### config.mk
export PLATFORM = sky130hd
export DESIGN_NAME = xcore_id_alu_dispatch
export DESIGN_NICKNAME = d
export VERILOG_FILES = /design/src/rtl/xcore_id_alu_dispatch_pkg.sv /design/src/rtl/xcore_id_alu_dispatch_decode.sv /design/src/rtl/xcore_id_alu_dispatch.sv
export SDC_FILE = /design/constraint.sdc
export NUM_CORES = 1
export LEC_CHECK = 0
export ABC_CLOCK_PERIOD_IN_PS = 8130
export CORE_MARGIN = 2
export CORE_UTILIZATION = 35
export DETAILED_ROUTE_END_ITERATION = 10
export GPL_ROUTABILITY_DRIVEN = 0
export SYNTH_ARGS = -nofsm -noshare
export SYNTH_HDL_FRONTEND = slang
export SYNTH_SLANG_ARGS = --single-unit
### constraint.sdc
create_clock -name clk -period 8.13 [get_ports clk]
set_input_delay 0.813 -clock clk [delete_from_list [all_inputs] [get_ports clk]]
set_output_delay 0.813 -clock clk [all_outputs]
set_load 0.02 [all_outputs]
### src/rtl/xcore_id_alu_dispatch_pkg.sv
// Shared constants for the Xcore ID->EX dispatch stage: ALU control encodings,
// RV32I opcode/funct3 values and the dispatched bundle layout.
package xcore_id_alu_dispatch_pkg;

    localparam int XLEN = 32;

    typedef enum logic [2:0] {
        ALU_ADD   = 3'b000,
        ALU_SHIFT = 3'b001,
        ALU_SLT   = 3'b010,
        ALU_PASSB = 3'b011,
        ALU_XOR   = 3'b100,
        ALU_AND   = 3'b101,
        ALU_OR    = 3'b110
    } alu_op_e;

    localparam logic [6:0] OPC_OP     = 7'b0110011;
    localparam logic [6:0] OPC_OPIMM  = 7'b0010011;
    localparam logic [6:0] OPC_LUI    = 7'b0110111;
    localparam logic [6:0] OPC_AUIPC  = 7'b0010111;
    localparam logic [6:0] OPC_LOAD   = 7'b0000011;
    localparam logic [6:0] OPC_STORE  = 7'b0100011;
    localparam logic [6:0] OPC_JALR   = 7'b1100111;
    localparam logic [6:0] OPC_BRANCH = 7'b1100011;
    localparam logic [6:0] OPC_JAL    = 7'b1101111;

    localparam logic [2:0] F3_ADD  = 3'b000;
    localparam logic [2:0] F3_SLL  = 3'b001;
    localparam logic [2:0] F3_SLT  = 3'b010;
    localparam logic [2:0] F3_SLTU = 3'b011;
    localparam logic [2:0] F3_XOR  = 3'b100;
    localparam logic [2:0] F3_SR   = 3'b101;
    localparam logic [2:0] F3_OR   = 3'b110;
    localparam logic [2:0] F3_AND  = 3'b111;

    typedef struct packed {
        alu_op_e          aluctrl;
        logic             a_l;
        logic             l_r;
        logic             u_s;
        logic             sub_add;
        logic [XLEN-1:0]  data_a;
        logic [XLEN-1:0]  data_b;
        logic [4:0]       rd;
        logic             illegal;
    } bundle_t;

    localparam int BUNDLE_W = $bits(bundle_t);

    typedef struct packed {
        logic [4:0] rs1;
        logic [4:0] rs2;
        logic       use1;
        logic       use2;
    } src_t;

    // Operand a is taken from rs1 for these opcodes.
    function automatic logic uses_rs1(input logic [6:0] opc);
        return (opc == OPC_OP) || (opc == OPC_OPIMM) || (opc == OPC_LOAD) ||
               (opc == OPC_STORE) || (opc == OPC_JALR) || (opc == OPC_BRANCH);
    endfunction

    // Operand b is taken from rs2 for these opcodes.
    function automatic logic uses_rs2(input logic [6:0] opc);
        return (opc == OPC_OP) || (opc == OPC_BRANCH);
    endfunction

endpackage

### src/rtl/xcore_id_alu_dispatch_decode.sv
// Combinational RV32I decoder: instruction word, pc and register data to the
// ALU control bundle and final operands.
module xcore_dispatch_decode
    import xcore_id_alu_dispatch_pkg::*;
(
    input  logic [31:0]     instr,
    input  logic [XLEN-1:0] pc,
    input  logic [XLEN-1:0] rs1,
    input  logic [XLEN-1:0] rs2,
    output logic [2:0]      aluctrl,
    output logic            a_l,
    output logic            l_r,
    output logic            u_s,
    output logic            sub_add,
    output logic [XLEN-1:0] data_a,
    output logic [XLEN-1:0] data_b,
    output logic [4:0]      rd,
    output logic            illegal
);

    logic [6:0]      opcode;
    logic [2:0]      f3;
    logic [XLEN-1:0] imm_i;
    logic [XLEN-1:0] imm_s;
    logic [XLEN-1:0] imm_u;
    alu_op_e         op;

    assign opcode = instr[6:0];
    assign f3     = instr[14:12];
    assign imm_i  = {{(XLEN-12){instr[31]}}, instr[31:20]};
    assign imm_s  = {{(XLEN-12){instr[31]}}, instr[31:25], instr[11:7]};
    assign imm_u  = {instr[31:12], 12'h000};

    always_comb begin
        op      = ALU_ADD;
        a_l     = 1'b0;
        l_r     = 1'b0;
        u_s     = 1'b0;
        sub_add = 1'b0;
        data_a  = '0;
        data_b  = '0;
        rd      = instr[11:7];
        illegal = 1'b0;
        case (opcode)
            OPC_OP, OPC_OPIMM: begin
                data_a = rs1;
                data_b = (opcode == OPC_OP) ? rs2 : imm_i;
                // Immediate shifts take the zero-extended shamt, not the full I-imm.
                if (opcode == OPC_OPIMM && (f3 == F3_SLL || f3 == F3_SR))
                    data_b = {{(XLEN-5){1'b0}}, instr[24:20]};
                case (f3)
                    F3_ADD:  sub_add = (opcode == OPC_OP) && instr[30];
                    F3_SLL:  op = ALU_SHIFT;
                    F3_SR: begin
                        op  = ALU_SHIFT;
                        l_r = 1'b1;
                        a_l = instr[30];
                    end
                    F3_SLT: begin
                        op      = ALU_SLT;
                        sub_add = 1'b1;
                    end
                    F3_SLTU: begin
                        op      = ALU_SLT;
                        sub_add = 1'b1;
                        u_s     = 1'b1;
                    end
                    F3_XOR:  op = ALU_XOR;
                    F3_OR:   op = ALU_OR;
                    F3_AND:  op = ALU_AND;
                endcase
            end
            OPC_LUI: begin
                op     = ALU_PASSB;
                data_b = imm_u;
            end
            OPC_AUIPC: begin
                data_a = pc;
                data_b = imm_u;
            end
            OPC_LOAD, OPC_JALR: begin
                data_a = rs1;
                data_b = imm_i;
            end
            OPC_STORE: begin
                data_a = rs1;
                data_b = imm_s;
                rd     = '0;
            end
            OPC_BRANCH: begin
                op      = ALU_SLT;
                sub_add = 1'b1;
                u_s     = f3[1];
                data_a  = rs1;
                data_b  = rs2;
                rd      = '0;
            end
            OPC_JAL: begin
                data_a = pc;
                data_b = XLEN'(4);
            end
            default: begin
                illegal = 1'b1;
                rd      = '0;
            end
        endcase
    end

    assign aluctrl = op;

endmodule

### src/rtl/xcore_id_alu_dispatch.sv
// ID->EX dispatch stage: decoder feeding a 2-entry skid buffer with registered in_ready.
// Optional operand forwarding is enabled by defining XCORE_DISPATCH_FWD_EN.
module xcore_id_alu_dispatch
    import xcore_id_alu_dispatch_pkg::*;
#(
    parameter int WIDTH = 32,
    parameter int DEPTH = 2
)
(
    input  logic             clk,
    input  logic             rst,
    input  logic             flush,
    input  logic             in_valid,
    output logic             in_ready,
    input  logic [31:0]      in_instr,
    input  logic [WIDTH-1:0] in_pc,
    input  logic [WIDTH-1:0] in_rs1,
    input  logic [WIDTH-1:0] in_rs2,
`ifdef XCORE_DISPATCH_FWD_EN
    input  logic             fwd_valid,
    input  logic [4:0]       fwd_rd,
    input  logic [WIDTH-1:0] fwd_data,
`endif
    output logic             out_valid,
    input  logic             out_ready,
    output logic [2:0]       out_aluctrl,
    output logic             out_a_l,
    output logic             out_l_r,
    output logic             out_u_s,
    output logic             out_sub_add,
    output logic [WIDTH-1:0] out_data_a,
    output logic [WIDTH-1:0] out_data_b,
    output logic [4:0]       out_rd,
    output logic             out_illegal
);

    bundle_t          dec_b;
    bundle_t          ent0_q, ent1_q;
    bundle_t          ent0_f, ent1_f;
    logic [DEPTH-1:0] vld_q, vld_d;
    logic             in_ready_q;
    logic             acc, drn;
    logic             ld0_new, ld0_ent1, ld1_new;
    logic [WIDTH-1:0] rs1_f, rs2_f;
    logic [2:0]       dec_ctrl;

`ifdef XCORE_DISPATCH_FWD_EN
    src_t src_new, src0_q, src1_q;

    function automatic logic fwd_hit(input logic v, input logic [4:0] frd, input logic [4:0] r);
        return v && (frd != '0) && (frd == r);
    endfunction

    // Buffered entries keep their source indices so stored operands can be rewritten.
    always_comb begin
        src_new = '{rs1: in_instr[19:15], rs2: in_instr[24:20],
                    use1: uses_rs1(in_instr[6:0]), use2: uses_rs2(in_instr[6:0])};
        rs1_f   = fwd_hit(fwd_valid, fwd_rd, in_instr[19:15]) ? fwd_data : in_rs1;
        rs2_f   = fwd_hit(fwd_valid, fwd_rd, in_instr[24:20]) ? fwd_data : in_rs2;
        ent0_f  = ent0_q;
        ent1_f  = ent1_q;
        if (src0_q.use1 && fwd_hit(fwd_valid, fwd_rd, src0_q.rs1)) ent0_f.data_a = fwd_data;
        if (src0_q.use2 && fwd_hit(fwd_valid, fwd_rd, src0_q.rs2)) ent0_f.data_b = fwd_data;
        if (src1_q.use1 && fwd_hit(fwd_valid, fwd_rd, src1_q.rs1)) ent1_f.data_a = fwd_data;
        if (src1_q.use2 && fwd_hit(fwd_valid, fwd_rd, src1_q.rs2)) ent1_f.data_b = fwd_data;
    end

    always_ff @(posedge clk or posedge rst) begin
        if (rst) begin
            src0_q <= '0;
            src1_q <= '0;
        end else if (!flush) begin
            if (ld0_new)       src0_q <= src_new;
            else if (ld0_ent1) src0_q <= src1_q;
            if (ld1_new)       src1_q <= src_new;
        end
    end
`else
    assign rs1_f  = in_rs1;
    assign rs2_f  = in_rs2;
    assign ent0_f = ent0_q;
    assign ent1_f = ent1_q;
`endif

    xcore_dispatch_decode u_decode (
        .instr   (in_instr),
        .pc      (in_pc),
        .rs1     (rs1_f),
        .rs2     (rs2_f),
        .aluctrl (dec_ctrl),
        .a_l     (dec_b.a_l),
        .l_r     (dec_b.l_r),
        .u_s     (dec_b.u_s),
        .sub_add (dec_b.sub_add),
        .data_a  (dec_b.data_a),
        .data_b  (dec_b.data_b),
        .rd      (dec_b.rd),
        .illegal (dec_b.illegal)
    );

    assign dec_b.aluctrl = alu_op_e'(dec_ctrl);

    // Entry 1 only fills while entry 0 is stalled; in_ready is its registered complement.
    always_comb begin
        acc      = in_valid & in_ready_q;
        drn      = vld_q[0] & out_ready;
        ld0_new  = 1'b0;
        ld0_ent1 = 1'b0;
        ld1_new  = 1'b0;
        vld_d    = vld_q;
        if (vld_q[1]) begin
            if (drn) begin
                ld0_ent1 = 1'b1;
                vld_d[1] = 1'b0;
            end
        end else if (vld_q[0]) begin
            if (drn && acc) begin
                ld0_new = 1'b1;
            end else if (drn) begin
                vld_d[0] = 1'b0;
            end else if (acc) begin
                ld1_new  = 1'b1;
                vld_d[1] = 1'b1;
            end
        end else if (acc) begin
            ld0_new  = 1'b1;
            vld_d[0] = 1'b1;
        end
    end

    always_ff @(posedge clk or posedge rst) begin
        if (rst) begin
            vld_q      <= '0;
            in_ready_q <= 1'b1;
            ent0_q     <= '0;
            ent1_q     <= '0;
        end else if (flush) begin
            vld_q      <= '0;
            in_ready_q <= 1'b1;
        end else begin
            vld_q      <= vld_d;
            in_ready_q <= !vld_d[1];
            if (ld0_new)       ent0_q <= dec_b;
            else if (ld0_ent1) ent0_q <= ent1_f;
            else               ent0_q <= ent0_f;
            if (ld1_new)       ent1_q <= dec_b;
            else               ent1_q <= ent1_f;
        end
    end

    assign in_ready    = in_ready_q;
    assign out_valid   = vld_q[0];
    assign out_aluctrl = ent0_q.aluctrl;
    assign out_a_l     = ent0_q.a_l;
    assign out_l_r     = ent0_q.l_r;
    assign out_u_s     = ent0_q.u_s;
    assign out_sub_add = ent0_q.sub_add;
    assign out_data_a  = ent0_q.data_a;
    assign out_data_b  = ent0_q.data_b;
    assign out_rd      = ent0_q.rd;
    assign out_illegal = ent0_q.illegal;

endmodule

# Yosys cells after proc, flatten, opt, wreduce, memory -nomap -nowiden
# Index checks and enable logic that the tools add are counted.
[op_classes]
n_eq_ne = 17
muxes = 36
bitwise = 3
reduce_logical = 18
[op_table]
columns = ["cell", "count"]
rows = [
  ["$pmux 32 s6", 1],
  ["$mux 77", 2],
  ["$mux 32", 2],
  ["$pmux 32 s2", 1],
  ["$mux 1", 22],
  ["$eq 7x6->1 const B", 3],
  ["$eq 7x7->1 const B", 3],
  ["$pmux 3 s5", 1],
  ["$eq 7x5->1 const B", 2],
  ["$eq 3x3->1 const B", 4],
  ["$reduce_or 2->1", 6],
  ["$pmux 3 s3", 1],
  ["$reduce_or 9->1", 1],
  ["$eq 7x2->1 const B", 1],
  ["$reduce_or 7->1", 1],
  ["$eq 3x2->1 const B", 2],
  ["$pmux 1 s2", 3],
  ["$reduce_or 6->1", 1],
  ["$mux 5", 1],
  ["$mux 2", 2],
  ["$reduce_and 2->1", 2],
  ["$eq 3x1->1 const B", 1],
  ["$logic_and 1x1->1", 3],
  ["$logic_not 3->1", 1],
  ["other kinds (6)", 7],
]
[word_totals]
regBits = 157
inputBits = 133
output_inout_bits = 79
elab_cells = 95

# Logic depth before layout (Yosys ltp)
[depth]
depth_word = 8
depth_mapped = 8
mapped_depth_nobuf = 5

# By module
# Synthesis repeated with hierarchy kept, for this count alone.
[hier_totals]
hier_cells = 590
hier_area_um2 = 7584.8
[by_module_without_submodules]
columns = ["mod", "instances", "cells_each", "area_per_inst_um2", "seq_area_each_um2"]
rows = [
  ["xcore_id_alu_dispatch", 1, 436, 6437.4, 3930.0],
  ["xcore_dispatch_decode", 1, 154, 1147.4, 0.0],
]

# Least setup slack after synthesis
# Ideal clock, no wire load.
[synth_path]
path_type = "input to register"
from = "input in_instr[2]"
to = "register ent0_q, in the netlist out_data_b[15]"
setup_ns = 0.133
arrival_time_ns = 1.985
t_required_ns = 7.997
setup_slack_ns = 6.012
cell_stages = 7
path_buffers = 3
path_cell_list = "buf_6 > and4bb_4 > and3_4 > buf_6 > buf_8 > a221oi_2 > o22ai_1"
[synth_via]
elab_chain_cells = 5
word_cells_on_any_way = 17
cone_classes = "9 x eq/ne; 4 x mux; 4 x reduce/logical"
[synth_lines]
columns = ["item", "line", "source"]
rows = [
  ["from (decl)", "xcore_id_alu_dispatch.sv:15", "input logic [31:0] in_instr,"],
  ["$eq 7x6->1 or $eq 7x5->1 (tied branches)", "xcore_id_alu_dispatch_decode.sv:44, xcore_id_alu_dispatch_decode.sv:47, xcore_id_alu_dispatch_decode.sv:49", ""],
  ["$mux 32 or $logic_and 1x1->1 (tied branches)", "xcore_id_alu_dispatch_decode.sv:47, xcore_id_alu_dispatch_decode.sv:49", ""],
  ["$mux 32", "xcore_id_alu_dispatch_decode.sv:49", "if (opcode == OPC_OPIMM && (f3 == F3_SLL || f3 == F3_SR))"],
  ["$pmux 32 s6 (*)", "xcore_id_alu_dispatch_decode.sv:44", "case (opcode)"],
  ["$mux 77 (*)", "xcore_id_alu_dispatch.sv:143", "if (ld0_new) ent0_q <= dec_b;"],
  ["to (signal assigned)", "xcore_id_alu_dispatch.sv:144", "else if (ld0_ent1) ent0_q <= ent1_f;"],
  ["to (signal assigned)", "xcore_id_alu_dispatch.sv:145", "else ent0_q <= ent0_f;"],
  ["to (decl)", "xcore_id_alu_dispatch.sv:38", "bundle_t ent0_q, ent1_q;"],
]
# Mark *: on every way between the ends. The rest lies on a longest branch, timed or not.
# A chain may end at the register's enable or synchronous reset.

# Worst setup path after layout
[layout_path]
from = "input in_valid"
to = "register ent0_q, in the netlist out_data_b[21]"
[layout_via]
elab_chain_cells = 7
word_cells_on_any_way = 9
cone_classes = "5 x mux; 1 x bitwise; 3 x reduce/logical"
[layout_lines]
columns = ["item", "line", "source"]
rows = [
  ["from (decl)", "xcore_id_alu_dispatch.sv:13", "input logic in_valid,"],
  ["$and 1x1->1 (*)", "xcore_id_alu_dispatch.sv:105", "acc = in_valid & in_ready_q;"],
  ["$logic_and 1x1->1", "xcore_id_alu_dispatch.sv:117", "if (drn && acc) begin"],
  ["$mux 1", "xcore_id_alu_dispatch.sv:117", ""],
  ["$mux 1 (*)", "xcore_id_alu_dispatch.sv:116", "end else if (vld_q[0]) begin"],
  ["$mux 1 (*)", "xcore_id_alu_dispatch.sv:111", "if (vld_q[1]) begin"],
  ["$reduce_bool 2->1 (no source line)", "n/a", ""],
  ["$reduce_and 2->1 (no source line)", "n/a", ""],
]
# Marked as above.

==> flow_summary.json <==
{
  "nNetsFinal": 1079,
  "clkLatencyLatePin_ns": 0.43,
  "crit_path_start_kind": "input pin",
  "fin_crit_ns": 2.981,
  "yosys-top-cells-count": "156 x dfrtp_1, 94 x nand2_1, 75 x a21oi_1, 75 x o21ai_0, 70 x nor2_1",
  "cts_tree": "done",
  "worstPathArrival_ns": 3.30,
  "cts_htree_levels": 4,
  "grt_pass1_vias": 6531,
  "ant_nets": 0,
  "syn_inst": 772,
  "syn-num-nets": 905,
  "route.met3.wl_um": 1123,
  "synth_xor_area_share_pct": 0.1179,
  "synth_top_cell_area_share_pct": 52.53,
  "numCtsBuffers": 17,
  "grt_setup_unrepaired": "false",
  "clock_skew_ns": 0.007253,
  "antenna-diode-count": 0,
  "post_cts_buffers": 0,
  "area_delta_synth_final_pct": 38.76,
  "crit_type": "in2reg",
  "num_vias": 6755,
  "die_h_um": 149.7,
  "ir_drop_uv": 114.2,
  "drc": 0,
  "via_per_inst": 5.474,
  "grt_max_degree": 90,
  "hold_ws_ns": 0.4767,
  "cts_root_buf": "clkbuf_16",
  "synth.most_common_cell": "dfrtp_1",
  "clk_path_buf_depth": 2,
  "synth_top_family_by_area": "compound AO/OA/AOI/OAI gates",
  "grt_pass1_wl_um": 36670,
  "start_util_pct": 35.46,
  "dr.first_iter.drc_count": 522,
  "avgSynthCellArea_um2": 9.625,
  "hold_violations": 0,
  "muxShareOfSynthArea_pct": 0.8587,
  "p_leak_nw": 4.152,
  "core_um2": 20960,
  "overflow": 0,
  "synth_fa_ha_area_share_pct": 0,
  "end_kind": "flip-flop",
  "maxCapViolations": 0,
  "fp.dieW_um": 149.7,
  "ctsResizeCount": 0,
  "utilization_pct": 49.21,
  "cts_sinks": 157,
  "dr_wl_met2_um": 11490,
  "drive_gt1_share_pct": 8.238,
  "port_buffers": 211,
  "path_max_fanout": 33,
  "period_share_pct": 36.66,
  "ys_warn_count": 0,
  "firstDrtPassIters": 5,
  "fin_setup_tns_ns": 0,
  "max_slew_margin_pct": 28.12,
  "synth_top_area_cell": "dfrtp_1",
  "syn_area_um2": 7431,
  "clkTransAtPathRegs_ns": 0.06,
  "synth_edf_count": 0,
  "powerDensity_nw_per_um2": 221.0,
  "final-setup-viol-count": 0,
  "status": "finished clean",
  "grt_use_total_pct": 21.04,
  "antenna_found_initial": 0,
  "wl_um": 23310,
  "synth_seq_cells": 157,
  "fillers": 2030,
  "synth_compound_area_share_pct": 28.09,
  "dieArea_um2": 22410,
  "worst_ep_required_time_ns": 8.45,
  "ys_top_cells_by_area": "dfrtp_1 53%, a21oi_1 5.1%, o21ai_0 5.1%",
  "holdBufCountCts": 0,
  "min_path_type": "reg2reg",
  "synth_cell_types": 58,
  "wirelength_met1_um": 10280,
  "row_count": 53,
  "hpwl_um": 15350,
  "ys_seq_area_share_pct": 52.89,
  "ioPinCount": 212,
  "fmax_mhz": 335.5,
  "wl_per_cell_um": 18.89,
  "async_flop_share_pct": 100.0,
  "synth-simple-area-share_pct": 13.29,
  "dr.max_layer_used": "met4",
  "slew_violations": 0,
  "synth_flop_cell": "dfrtp_1",
  "tightest_slew_ns": 1.078
}
[path summary, 6_finish.rpt]
kind | endpoint | startpoint | cells past startpoint | slack [ns]
worst max-delay path | out_data_b[21] | in_valid | 6 | 5.15
worst min-delay path | ent1_f[10] | ent1_f[10] | 2 | 0.48
worst max register to register | out_data_b[21] | in_ready | 5 | 5.50
worst min register to register | ent1_f[10] | ent1_f[10] | 2 | 0.48
max in group asynchronous | ent1_f[39] | rst | 3 | 5.80
min in group asynchronous | out_u_s | rst | 2 | 0.93
[metrics by stage]
step | worst slack, ns | cell area (um2) | std cells | total power [mW]
2_1_floorplan | 3.084 | 7431 | 772 | 1.158
3_3_place_gp | 4.679 | 9671 | 1202 | 1.430
3_5_place_dp | 4.658 | 9671 | 1202 | 1.432
4_1_cts | 5.118 | 10310 | 1234 | 2.300
5_1_grt | 4.938 | 10310 | 1234 | 2.380
6_report | 5.149 | 10310 | 1234 | 2.279
[cells by family after synthesis]
logic type      count (synthesis)
buf+inv                        75
flops                         157
mux                             6
xor+xnor                        1
compound gates                316
simple gates                  217
[registers in the layout, summed over array words and instances (netlist names), 2 cells and up]
signal,count
ent1_f,77
out_aluctrl,3
out_data_a,32
out_data_b,32
out_rd,5
vld_q,2
[area by class of cell]
class | instances | area (um2) | share of cell area, %
inverter | 8 | 35.03 | 0.3398
multi-input combinational | 540 | 3167 | 30.71
tap | 275 | 344.1 | 3.337
timing repair buffer | 222 | 2195 | 21.28
clock inverter | 12 | 183.9 | 1.784
sequential | 157 | 3930 | 38.11
clock buffer | 20 | 456.7 | 4.429
[critical path, cell delays in order]
cell and delay, ns:
clkdlybuf4s50_1 0.52, nand3b_4 0.13, nand2b_2 0.56, nor2_1 0.30
nand2_1 0.56, o22ai_1 0.39
[routing by layer]
layer	global-route usage, %	up-vias
li1	-	3189
met1	28.47	3355
met2	33.99	183
met3	4.238	28
met4	6.745	0
met5	0	-
[power by group]
part | total (mW) | internal [mW] | leakage [nW] | switching, mW
Clock | 0.863 | 0.533 | 0.307 | 0.330
Combinational | 0.511 | 0.239 | 1.79 | 0.272
Sequential | 0.905 | 0.860 | 2.06 | 0.0446
Total | 2.28 | 1.63 | 4.15 | 0.646
[cell usage in the layout (no fill, tap or decap), types with 2 or more instances in the layout]
cell               n
a21oi_1           75
a221oi_2          19
a222oi_1           7
a22o_1             6
a22oi_1           48
a31oi_1            6
and2_1             2
and2b_1            3
and3_1             9
and3b_1            2
buf_4             11
bufinv_16          4
clkbuf_16         17
clkbuf_8           2
clkdlybuf4s50_1  211
clkinv_4           3
clkinvlp_4         2
dfrtp_1          156
inv_1              7
inv_6              3
mux2_2             3
mux2i_1            3
nand2_1           94
nand2b_1           4
nand3_1           13
nand4_1            2
nand4b_1           2
nor2_1            68
nor2_2             2
o211ai_1           2
o21a_1             2
o21ai_0           75
o21ai_1           13
o22ai_1           52
Note: power is estimated with default switching activity, not from simulation.
